===== src/rtl/mem_stage_sram_ctrl.sv =====
// rtl/mem_stage_sram_ctrl.sv - MEM stage servicing LDR/STR over a 16-bit SRAM
//
// Each 32-bit access is split into a low and a high half-word phase of
// PHASE_CYCLES cycles each. The pipeline is frozen (ready=0) until the DONE cycle.
//
// Ports:
//   clk, rst                     clock (rising edge), async active-low reset
//   writeBackEnIn, memReadIn,
//   memWriteIn, addressIn,
//   storeValueIn, destinationIn  EX/MEM register contents
//   writeBackEn, memRead         to MEM/WB, gated by ready
//   address, destination         pass-through to MEM/WB
//   memOut                       registered load data
//   ready, freeze                stage complete / pipeline stall (freeze = ~ready)
//   sram_addr, sram_we_n,
//   sram_dq_out, sram_dq_oe,
//   sram_dq_in                   external half-word SRAM interface
module mem_stage_sram_ctrl #(
    parameter int PHASE_CYCLES = 3,
    parameter int MEM_BASE     = 1024
) (
    input  logic        clk,
    input  logic        rst,
    input  logic        writeBackEnIn,
    input  logic        memReadIn,
    input  logic        memWriteIn,
    input  logic [31:0] addressIn,
    input  logic [31:0] storeValueIn,
    input  logic [3:0]  destinationIn,
    output logic        writeBackEn,
    output logic        memRead,
    output logic [31:0] address,
    output logic [31:0] memOut,
    output logic [3:0]  destination,
    output logic        ready,
    output logic        freeze,
    output logic [17:0] sram_addr,
    output logic        sram_we_n,
    output logic [15:0] sram_dq_out,
    output logic        sram_dq_oe,
    input  logic [15:0] sram_dq_in
);

    localparam int CNT_W = $clog2(PHASE_CYCLES);
    localparam logic [CNT_W-1:0] CNT_LAST = CNT_W'(PHASE_CYCLES - 1);

    typedef enum logic [2:0] {
        IDLE  = 3'd0,
        RD_LO = 3'd1,
        RD_HI = 3'd2,
        WR_LO = 3'd3,
        WR_HI = 3'd4,
        DONE  = 3'd5
    } state_t;

    state_t             state_q, state_d;
    logic [CNT_W-1:0]   counter_q, counter_d;
    logic [31:0]        mem_out_q, mem_out_d;
    logic [17:0]        sram_addr_q, sram_addr_d;
    logic               sram_we_n_q, sram_we_n_d;
    logic [15:0]        sram_dq_out_q, sram_dq_out_d;
    logic               sram_dq_oe_q, sram_dq_oe_d;

    logic               phase_last;
    logic               wr_d, acc_d, hi_d;
    logic [31:0]        offset;
    logic [16:0]        word;
    logic               unused_offset_bits;

    // Modular subtraction; the word index is simply truncated, no range check.
    assign offset             = addressIn - 32'(MEM_BASE);
    assign word               = offset[18:2];
    assign unused_offset_bits = ^{offset[31:19], offset[1:0]};

    assign phase_last = (counter_q == CNT_LAST);

    always_comb begin
        state_d   = state_q;
        counter_d = counter_q;
        mem_out_d = mem_out_q;
        case (state_q)
            IDLE: begin
                counter_d = '0;
                if (memReadIn) begin
                    state_d = RD_LO;
                end else if (memWriteIn) begin
                    state_d = WR_LO;
                end
            end
            RD_LO, RD_HI, WR_LO, WR_HI: begin
                if (phase_last) begin
                    counter_d = '0;
                    case (state_q)
                        RD_LO: begin
                            mem_out_d[15:0] = sram_dq_in;
                            state_d         = RD_HI;
                        end
                        RD_HI: begin
                            mem_out_d[31:16] = sram_dq_in;
                            state_d          = DONE;
                        end
                        WR_LO:   state_d = WR_HI;
                        default: state_d = DONE;
                    endcase
                end else begin
                    counter_d = counter_q + 1'b1;
                end
            end
            DONE: begin
                state_d   = IDLE;
                counter_d = '0;
            end
            default: begin
                state_d   = IDLE;
                counter_d = '0;
            end
        endcase
    end

    // SRAM pins are decoded from the next state so they are registered yet
    // line up with the cycle the FSM actually occupies that state.
    always_comb begin
        wr_d  = (state_d == WR_LO) || (state_d == WR_HI);
        acc_d = wr_d || (state_d == RD_LO) || (state_d == RD_HI);
        hi_d  = (state_d == RD_HI) || (state_d == WR_HI);

        sram_addr_d   = acc_d ? {word, hi_d} : 18'd0;
        sram_dq_oe_d  = wr_d;
        // Strobe released on the final cycle so address/data are held past it.
        sram_we_n_d   = !(wr_d && (counter_d != CNT_LAST));
        sram_dq_out_d = 16'd0;
        if (state_d == WR_LO) begin
            sram_dq_out_d = storeValueIn[15:0];
        end else if (state_d == WR_HI) begin
            sram_dq_out_d = storeValueIn[31:16];
        end
    end

    always_ff @(posedge clk or negedge rst) begin
        if (!rst) begin
            state_q       <= IDLE;
            counter_q     <= '0;
            mem_out_q     <= 32'd0;
            sram_addr_q   <= 18'd0;
            sram_we_n_q   <= 1'b1;
            sram_dq_out_q <= 16'd0;
            sram_dq_oe_q  <= 1'b0;
        end else begin
            state_q       <= state_d;
            counter_q     <= counter_d;
            mem_out_q     <= mem_out_d;
            sram_addr_q   <= sram_addr_d;
            sram_we_n_q   <= sram_we_n_d;
            sram_dq_out_q <= sram_dq_out_d;
            sram_dq_oe_q  <= sram_dq_oe_d;
        end
    end

    assign ready       = ((state_q == IDLE) && !memReadIn && !memWriteIn) || (state_q == DONE);
    assign freeze      = ~ready;
    assign writeBackEn = writeBackEnIn & ready;
    assign memRead     = memReadIn & ready;
    assign address     = addressIn;
    assign destination = destinationIn;
    assign memOut      = mem_out_q;
    assign sram_addr   = sram_addr_q;
    assign sram_we_n   = sram_we_n_q;
    assign sram_dq_out = sram_dq_out_q;
    assign sram_dq_oe  = sram_dq_oe_q;

endmodule


===== config.mk =====
export PLATFORM = sky130hd
export DESIGN_NAME = mem_stage_sram_ctrl
export DESIGN_NICKNAME = d
export VERILOG_FILES = /design/src/rtl/mem_stage_sram_ctrl.sv
export SDC_FILE = /design/constraint.sdc
export NUM_CORES = 1
export LEC_CHECK = 0
export BUFFER_PORTS_ARGS = -buffer_cell sky130_fd_sc_hd__buf_2
export CORE_ASPECT_RATIO = 1.25
export CORE_MARGIN = 3
export CORE_UTILIZATION = 39
export DETAILED_ROUTE_END_ITERATION = 10
export PLACE_DENSITY = 0.77
export REMOVE_ABC_BUFFERS = 1
export SLEW_MARGIN = 0
export SYNTH_ARGS = -nofsm -noshare
export SYNTH_HDL_FRONTEND = slang
export SYNTH_SLANG_ARGS = --single-unit

===== constraint.sdc =====
create_clock -name clk -period 1.75 [get_ports clk]
set_clock_uncertainty 0.05 [all_clocks]
set_input_delay 0 -clock clk [delete_from_list [all_inputs] [get_ports clk]]
set_output_delay 0 -clock clk [all_outputs]
set_load 0.01 [all_outputs]

==> metrics.yaml <==
area_growth_pct: 59.0
synth_edf_count: 0
layout_setup_ws_ps: -15.6
path_class: "flip-flop to flip-flop"
clk_pin_slew_ps: 80
cts.sink_count: 73
tritoncts: "done"
port_buffers: 158
htreeDepth: 3
nNetsFinal: 566
fillCellCount: 594
layout_commonest_cell: "buf_2"
yosysUniqueCellTypes: 38
end_kind: "flip-flop"
worst_pin_slew_ps: 700
worstPathRequired_ps: 1930
dp.cells: 463
rsz0062_at_grt: "yes"
io_pins: 197
netlist_area_um2: 3190
syn_inst: 247
ctsRootBufferMaster: "clkbuf_8"
finalHoldViolations: 0
diodes: 0
die_w_um: 86.9
clk_latency_ps: 340
ff2ff_setup_slack_ps: -20
max_cap_violations: 0
final-setup-viol-count: 10
avgRoutedWirePerCell_um: 16.9
drt_iter0_markers: 70
die-area_um2: 9310
hold_class: "input port to async pin"
die_height_um: 107
drc: 0
startpoint_type: "flip-flop"
async_reset_ff_frac: 1.00
slew_headroom: 0.533
fmax_mhz: 566
maxSlewViolCount: 0
violations: "setup timing"
antenna_found_initial: 0
grt_pass1_vias: 2801
drtPass1Iterations: 4
ys_seq_area_frac: 0.573
fin_cells: 576
drive_gt1_frac: 0.497
viasPerCell: 4.72
dp_hpwl_mm: 5.69
cts_buffer_depth: 2
synthFlopType: "dfrtp_1"
avgSynthCellArea_um2: 12.9
yosysWarningCount: 0
coreArea_um2: 7880
power_density_nw_per_um2: 1470
grt_use_total: 0.211
path_max_fanout: 16
ir_worst_vdd_mv: 1.02
ant_nets: 0
vias: 2716
layout_common_cells: "buf_2 (155), dlygate4sd3_1 (87), dfrtp_1 (71)"
synth.ff_latch_count: 73
overflow: 0
power.total_mw: 7.43
post-route-period-util: 1.01
rows: 36
fin_hold_ws_ps: 87.9
gp_congestion: 0.846
grt_max_degree: 45
cts_buffers: 9
layout_min_cycle_time_ps: 1770
grt_pass1_wl_mm: 14.6
routed_wl_mm: 9.75
arrival_ps: 1950
outcome: "finished, violations left"
start_util: 0.405
leakage_nw: 2.55
preCtsSetupSlack_ps: -114
cell type report:
cell class	count	area (um2)	area share
inverters	4	15.0	0.00296
multi-input cells	124	1060	0.208
clock inverters	4	51.3	0.0101
well taps	95	119	0.0234
repair buffers	264	1860	0.366
flip-flops and latches	73	1830	0.361
clock buffers	12	145	0.0286
routing by layer:
metal,GRT usage,wire length [um],up-vias
met5,0,0,-
met1,0.244,3710,1327
met3,0.0615,599,17
met4,0.0768,178,0
li1,-,-,1273
met2,0.364,5270,99
synth_stat cells, drive strengths merged (2+ instances only):
master  number  share of area
and2        10          0.020
mux2        33           0.13
a22o        16          0.044
xor2         3         0.0082
nor2        16          0.019
nor4         2         0.0039
nand2        7         0.0082
xnor2        5          0.014
or4          2         0.0059
nand3b       2         0.0047
clkbuf       2         0.0024
buf         44           0.10
nand3        5         0.0094
o31ai        3         0.0086
nor3b        3         0.0071
a21oi        6         0.0094
dfrtp       72           0.56
inv          4         0.0047
state kept, by name, summed over array words and instances, names as in the netlist:
name and flops:
counter_q 2, memOut 32, sram_addr 18, sram_dq_oe 1, sram_dq_out 16, sram_we_n 1
state_q 3
stage by stage:
step,TNS (ps),instance area (um2),utilization
after floorplan,-1820,2860,-
after global placement,-890,3850,0.489
after detailed placement,-1580,3850,0.489
after CTS,0,4980,0.631
after global routing,-943,5070,0.644
final,-71.4,5070,0.644
power breakdown:
group	total, mW	leakage, nW	switching, mW	internal (mW)
registers	2.79	0.891	0.329	2.46
clock network	1.30	0.0970	0.601	0.701
logic	3.34	1.56	1.61	1.73
total	7.43	2.55	2.54	4.89
worst paths after layout:
| kind | cells past startpoint | start | to |
|---|---|---|---|
| hold / removal | 2 | rst | sram_dq_oe |
| max in group asynchronous | 3 | rst | sram_dq_out[3] |
| setup reg to reg | 3 | state_q[2] | memOut[7] |
| setup / recovery | 3 | state_q[2] | memOut[7] |
| hold reg to reg | 1 | memOut[24] | memOut[24] |
| min in group clk | 5 | memReadIn | sram_we_n |
critical path, cell delays in order, from the launching register on:
cell and delay, ps:
dfrtp_2 440, buf_4 150, or4_4 650, mux2_4 360
cells by family (layout without fill, tap and decap cells):
group           count (synthesis)  in the layout  synth area share
buf+inv                        50            284             0.109
flops                          73             73             0.573
fa+ha+maj                       1              1           0.00392
xor+xnor                        8              8            0.0220
simple gates                   51             51            0.0874
mux                            33             33             0.128
compound gates                 31             31            0.0772
what timing repair did:
item / 4_1_cts / 5_1_grt
hold buffers: 87 / 0
buffers inserted: 4 / 5
cloned: 0 / 1
endpoints found under the hold margin: 159 / 0
resized for setup: 6 / 9
setup endpoints to repair: 20 / 17
pin swaps: 1 / 4
Power figures use the tool's default switching activity.
